===== config.mk =====
export PLATFORM = sky130hd
export DESIGN_NAME = axi_lite_master_arbiter
export DESIGN_NICKNAME = d
export VERILOG_FILES = /design/src/rtl/axi_lite_master_arbiter.sv
export SDC_FILE = /design/constraint.sdc
export NUM_CORES = 1
export LEC_CHECK = 0
export CORE_AREA = 2 2 170 172
export CTS_BUF_LIST = sky130_fd_sc_hd__clkbuf_8
export DETAILED_ROUTE_END_ITERATION = 10
export DIE_AREA = 0 0 172 174
export GPL_TIMING_DRIVEN = 0
export PLACE_DENSITY = 0.56
export REMOVE_ABC_BUFFERS = 1
export SLEW_MARGIN = 20
export SYNTH_ARGS = -nofsm -noshare
export SYNTH_HDL_FRONTEND = slang
export SYNTH_SLANG_ARGS = --single-unit

===== constraint.sdc =====
create_clock -name clk -period 3.7 [get_ports clk]
set_clock_uncertainty 0.15 [all_clocks]
set_input_delay 0.925 -clock clk [delete_from_list [all_inputs] [get_ports clk]]
set_output_delay 0.925 -clock clk [all_outputs]
set_load 0.05 [all_outputs]

===== src/rtl/axi_lite_master_arbiter.sv =====
// Shares one AXI-lite slave port between N_MASTERS requesters. AR and AW/W are arbitrated
// independently round-robin. R returns by the ID tag, and B returns through a FIFO of write grants.
module axi_lite_master_arbiter #(
   parameter int N_MASTERS  = 2,
   parameter int ADDR_WIDTH = 32,
   parameter int DATA_WIDTH = 32,
   parameter int M_ID_WIDTH = 2,
   parameter int IDX_W      = $clog2(N_MASTERS),
   parameter int S_ID_WIDTH = M_ID_WIDTH + IDX_W,
   parameter int B_DEPTH    = 4
) (
   input  logic                             clk,
   input  logic                             rst,
   input  logic [N_MASTERS*ADDR_WIDTH-1:0]  m_araddr,
   input  logic [N_MASTERS*M_ID_WIDTH-1:0]  m_arid,
   input  logic [N_MASTERS-1:0]             m_arvalid,
   output logic [N_MASTERS-1:0]             m_arready,
   input  logic [N_MASTERS*ADDR_WIDTH-1:0]  m_awaddr,
   input  logic [N_MASTERS-1:0]             m_awvalid,
   output logic [N_MASTERS-1:0]             m_awready,
   input  logic [N_MASTERS*DATA_WIDTH-1:0]  m_wdata,
   input  logic [N_MASTERS-1:0]             m_wvalid,
   output logic [N_MASTERS-1:0]             m_wready,
   output logic [N_MASTERS*DATA_WIDTH-1:0]  m_rdata,
   output logic [N_MASTERS*M_ID_WIDTH-1:0]  m_rid,
   output logic [N_MASTERS-1:0]             m_rvalid,
   input  logic [N_MASTERS-1:0]             m_rready,
   output logic [N_MASTERS-1:0]             m_bvalid,
   input  logic [N_MASTERS-1:0]             m_bready,
   output logic [ADDR_WIDTH-1:0]            s_araddr,
   output logic [S_ID_WIDTH-1:0]            s_arid,
   output logic                             s_arvalid,
   input  logic                             s_arready,
   output logic [ADDR_WIDTH-1:0]            s_awaddr,
   output logic                             s_awvalid,
   input  logic                             s_awready,
   output logic [DATA_WIDTH-1:0]            s_wdata,
   output logic                             s_wvalid,
   input  logic                             s_wready,
   input  logic [DATA_WIDTH-1:0]            s_rdata,
   input  logic [S_ID_WIDTH-1:0]            s_rid,
   input  logic                             s_rvalid,
   output logic                             s_rready,
   input  logic                             s_bvalid,
   output logic                             s_bready,
   output logic                             dbg_rd_busy,
   output logic                             dbg_wr_busy,
   output logic [$clog2(B_DEPTH+1)-1:0]     dbg_b_count
);

   localparam int PTR_W = (B_DEPTH > 1) ? $clog2(B_DEPTH) : 1;
   localparam int CNT_W = $clog2(B_DEPTH + 1);

   // Handshake rule on every channel: a beat transfers on the rising edge where valid and ready are
   // both high. Valid never depends on ready. The ready driven to a master mirrors the slave's ready
   // only while that master holds the grant.

   typedef enum logic {RD_IDLE, RD_GRANT} rd_state_t;
   typedef enum logic {WR_IDLE, WR_XFER}  wr_state_t;

   rd_state_t              rd_state;
   wr_state_t              wr_state;
   logic [IDX_W-1:0]       rd_grant, rd_last, wr_grant, wr_last;
   logic                   aw_done, w_done, aw_now, w_now, b_push, b_pop, b_full, b_empty;
   logic [IDX_W-1:0]       r_idx, b_head;
   logic [IDX_W-1:0]       b_mem [B_DEPTH];
   logic [PTR_W-1:0]       b_wr_ptr, b_rd_ptr;
   logic [CNT_W-1:0]       b_count;

   // The first requester strictly after 'last', with wrap, so the previous winner goes to the back.
   function automatic logic [IDX_W-1:0] rr_pick(input logic [N_MASTERS-1:0] req,
                                                input logic [IDX_W-1:0] last);
      logic [IDX_W-1:0] pick;
      logic             found;
      int               idx;
      pick  = last;
      found = 1'b0;
      for (int k = 1; k <= N_MASTERS; k++) begin
         idx = (int'(last) + k) % N_MASTERS;
         if (!found && req[idx]) begin
            pick  = idx[IDX_W-1:0];
            found = 1'b1;
         end
      end
      return pick;
   endfunction

   function automatic logic [PTR_W-1:0] ptr_next(input logic [PTR_W-1:0] p);
      return (p == PTR_W'(B_DEPTH - 1)) ? '0 : p + 1'b1;
   endfunction

   always_ff @(posedge clk) begin
      if (rst) begin
         rd_state <= RD_IDLE;
         rd_grant <= '0;
         rd_last  <= IDX_W'(N_MASTERS - 1);
      end else begin
         case (rd_state)
            RD_IDLE: if (|m_arvalid) begin
               rd_grant <= rr_pick(m_arvalid, rd_last);
               rd_state <= RD_GRANT;
            end
            RD_GRANT: if (s_arvalid && s_arready) begin
               rd_last  <= rd_grant;
               rd_state <= RD_IDLE;
            end
            default: rd_state <= RD_IDLE;
         endcase
      end
   end

   always_comb begin
      s_arvalid = 1'b0;
      s_araddr  = '0;
      s_arid    = '0;
      m_arready = '0;
      if (rd_state == RD_GRANT) begin
         s_arvalid           = m_arvalid[rd_grant];
         s_araddr            = m_araddr[rd_grant*ADDR_WIDTH +: ADDR_WIDTH];
         s_arid              = {rd_grant, m_arid[rd_grant*M_ID_WIDTH +: M_ID_WIDTH]};
         m_arready[rd_grant] = s_arready;
      end
   end

   // A tag that names no master, possible only when N_MASTERS is not a power of two, is drained and dropped.
   assign r_idx   = s_rid[S_ID_WIDTH-1 -: IDX_W];
   assign m_rdata = {N_MASTERS{s_rdata}};
   assign m_rid   = {N_MASTERS{s_rid[M_ID_WIDTH-1:0]}};

   always_comb begin
      m_rvalid = '0;
      s_rready = 1'b1;
      if (int'(r_idx) < N_MASTERS) begin
         m_rvalid[r_idx] = s_rvalid;
         s_rready        = m_rready[r_idx];
      end
   end

   always_comb begin
      s_awvalid = 1'b0;
      s_awaddr  = '0;
      s_wvalid  = 1'b0;
      s_wdata   = '0;
      m_awready = '0;
      m_wready  = '0;
      if (wr_state == WR_XFER) begin
         s_awvalid           = m_awvalid[wr_grant] & ~aw_done;
         s_awaddr            = m_awaddr[wr_grant*ADDR_WIDTH +: ADDR_WIDTH];
         m_awready[wr_grant] = s_awready & ~aw_done;
         s_wvalid            = m_wvalid[wr_grant] & ~w_done;
         s_wdata             = m_wdata[wr_grant*DATA_WIDTH +: DATA_WIDTH];
         m_wready[wr_grant]  = s_wready & ~w_done;
      end
   end

   assign aw_now = aw_done | (s_awvalid & s_awready);
   assign w_now  = w_done | (s_wvalid & s_wready);
   assign b_push = (wr_state == WR_XFER) & aw_now & w_now;

   // FIFO space is reserved at grant time, so a write already in progress can always complete.
   always_ff @(posedge clk) begin
      if (rst) begin
         wr_state <= WR_IDLE;
         wr_grant <= '0;
         wr_last  <= IDX_W'(N_MASTERS - 1);
         aw_done  <= 1'b0;
         w_done   <= 1'b0;
      end else begin
         case (wr_state)
            WR_IDLE: if (!b_full && |(m_awvalid | m_wvalid)) begin
               wr_grant <= rr_pick(m_awvalid | m_wvalid, wr_last);
               aw_done  <= 1'b0;
               w_done   <= 1'b0;
               wr_state <= WR_XFER;
            end
            WR_XFER: if (b_push) begin
               wr_last  <= wr_grant;
               wr_state <= WR_IDLE;
            end else begin
               aw_done <= aw_now;
               w_done  <= w_now;
            end
            default: wr_state <= WR_IDLE;
         endcase
      end
   end

   assign b_full  = (b_count == CNT_W'(B_DEPTH));
   assign b_empty = (b_count == '0);
   assign b_head  = b_mem[b_rd_ptr];
   assign b_pop   = s_bvalid & s_bready;

   always_comb begin
      m_bvalid = '0;
      s_bready = 1'b0;
      if (!b_empty) begin
         m_bvalid[b_head] = s_bvalid;
         s_bready         = m_bready[b_head];
      end
   end

   always_ff @(posedge clk) begin
      if (b_push) b_mem[b_wr_ptr] <= wr_grant;
   end

   always_ff @(posedge clk) begin
      if (rst) begin
         b_wr_ptr <= '0;
         b_rd_ptr <= '0;
         b_count  <= '0;
      end else begin
         if (b_push) b_wr_ptr <= ptr_next(b_wr_ptr);
         if (b_pop)  b_rd_ptr <= ptr_next(b_rd_ptr);
         case ({b_push, b_pop})
            2'b10:   b_count <= b_count + 1'b1;
            2'b01:   b_count <= b_count - 1'b1;
            default: b_count <= b_count;
         endcase
      end
   end

   assign dbg_rd_busy = (rd_state == RD_GRANT);
   assign dbg_wr_busy = (wr_state == WR_XFER);
   assign dbg_b_count = b_count;

endmodule


==> results.tsv <==
metric	value	unit
fin_crit_sh	0.979	
crit_fanout	4	
pwr_density_cell	231	mW/mm²
post-dp-hpwl	15200	µm
tightest_slew	0.692	ns
synthCells	409	
cts_tree	built	
clk_pin_slew	0.08	ns
seq_area_frac_synth	0.138	
synthArstFlopShare	0	
instances_no_fill	1039	
layout.nets	911	
regArea	470	µm²
rsz0062_at_grt	false	
chipHeight	174	µm
cp.arrival	2.55	ns
crit_required	2.62	ns
synth_edf_count	4	
ir_worst_vdd	0.000108	V
wirelength	17600	µm
die-area	0.0299	mm²
cap_viol_max_count	0	
pin_count	435	
fillers	3095	
h-tree-depth	1	
multi_input_area	0.00223	mm²
status	finished, final reports clean	
clock-sinks	21	
slew_violations	0	
cp-end-kind	output pin	
firstDrtPassIters	4	
syn_avg_cell_area	8.16	µm²
clock-root-buffer	clkbuf_8	
synth_top_cell_area_share	0.312	
grt_first_pass_wirelength	23900	µm
hold_buffers	0	
min_period	3.62	ns
dieWidth	172	µm
drc	0	
yosysTopAreaCell	mux2i_1	
cts_buffer_depth	2	
holdWs	0.338	ns
start_kind	input pin	
drive_gt1_frac	0.0244	
cts_buffers	3	
viasPerCell	3.46	
hold_class	reg -> reg	
setup_tns	0	ns
place.gp.congestion	0.899	
ant_nets	0	
worstSkewPairLatency	0.26	ns
yosysWarningCount	0	
hold_violations	0	
synth_seq_cells	21	
antenna_cells	0	
synthTopCellsByArea	mux2i_1 31%, nor2b_1 19%, buf_4 15%	
num_rows	62	
initial_core_util	0.118	
first_iter_violations	170	
syn-cell-area	0.00334	mm²
maxSlewHeadroom	0.537	
wl_per_cell	16.9	µm
grt_max_degree	49	
setup_viol	0	
clock.fmax	0.276	GHz
synth_commonest_cells	104 x mux2i_1, 104 x nor2b_1, 68 x buf_4	
p_leak	2.25	nW
vias	3598	
synth_cell_types	34	
core	0.0282	mm²
synth_flop_cell	dfxtp_1	
portBuffers	332	
first_global_vias	3587	
dp_cells	1034	
worstSetupPathType	in -> out	
antenna_found_initial	0	
grt_overflow	0	
synthToLayoutAreaGrowth	99.4	%
track_usage	0.108	
worst max-delay path: stages:
cell             delay (ns)
clkdlybuf4s50_1        0.57
nand2_1                0.10
nor2_1                 0.13
clkdlybuf4s50_1        0.82
layer usage:
metal  vias to the layer above  share of wire  global-route usage
li1                       1787              -                   -
met2                       207           0.43               0.159
met5                         -         0.0080              0.0368
met4                         2          0.011              0.0158
met3                        18           0.17              0.0870
met1                      1584           0.38               0.121
worst paths after layout:
path / from / end / slack [ns] / cells after the start
min: b_rd_ptr[1]$_SDFFE_PP0P_ / flip-flop / 0.34 / 2
min reg2reg: b_rd_ptr[1]$_SDFFE_PP0P_ / flip-flop / 0.34 / 2
max: s_arready / m_arready[0] / 0.08 / 4
max reg2reg: wr_grant$_SDFFE_PP0P_ / dbg_b_count[2]$_SDFFE_PP0P_ / 0.63 / 11
per-stage QoR:
stage                     area (µm²)  utilization  worst slack, ns  power, mW
final                           6660        0.236           0.0795       1.53
after CTS                       6630        0.235           0.0446       1.55
after detailed placement        6580        0.233          -0.0490       1.39
after floorplan                 2720            -           -0.989      0.897
after global placement          6530        0.231            -2.33       1.40
after global routing            6660        0.236          0.00407       1.61
logic make-up after synthesis:
family / Yosys count / share of synthesized area
and+or+nand+nor: 149 / 0.264
muxes: 110 / 0.337
buffers and inverters: 101 / 0.194
DFF: 21 / 0.138
AOI/OAI and AO/OA: 19 / 0.0341
adders and majority gates: 7 / 0.0285
xor gates and xnor gates: 2 / 0.00525
registers in the layout, summed over array words and instances (netlist names), named ones only:
signal,cells
rd_grant,1
b_wr_ptr,2
dbg_wr_busy,1
dbg_rd_busy,1
w_done,1
rd_last,1
b_rd_ptr,2
wr_grant,1
wr_last,1
aw_done,1
dbg_b_count,3
b_mem,4
layout by cell type (no fill, tap or decap), types with 3 or more instances in the layout:
cell type	instances
clkdlybuf4s50_1	329
mux2i_1	104
nor2b_1	104
nor2_1	15
dfxtp_1	13
a21oi_1	9
inv_1	8
nand2_1	8
and2_1	8
ha_1	6
nor3_1	5
o21ai_0	4
edfxtp_1	4
and3_1	3
clkbuf_8	3
final cells by class:
class | count | area share
Timing Repair Buffer | 335 | 0.511
Multi-Input combinational cell | 287 | 0.335
Tap cell | 384 | 0.0722
Sequential cell | 21 | 0.0707
Clock buffer | 3 | 0.00620
Inverter | 8 | 0.00451
Clock inverter | 1 | 0.000752
timing repair:
item                                    CTS  global route
buffers inserted                          0             1
endpoints found under the setup margin    2             2
resized for setup                         2             1
where the power goes:
part / switching, mW / internal (mW) / leakage [nW] / total (mW)
clock network: 0.0793 / 0.0751 / 0.0255 / 0.154
logic: 0.579 / 0.510 / 2.05 / 1.09
registers: 0.0463 / 0.244 / 0.177 / 0.291
No activity file was read; power rests on OpenSTA's default activity.
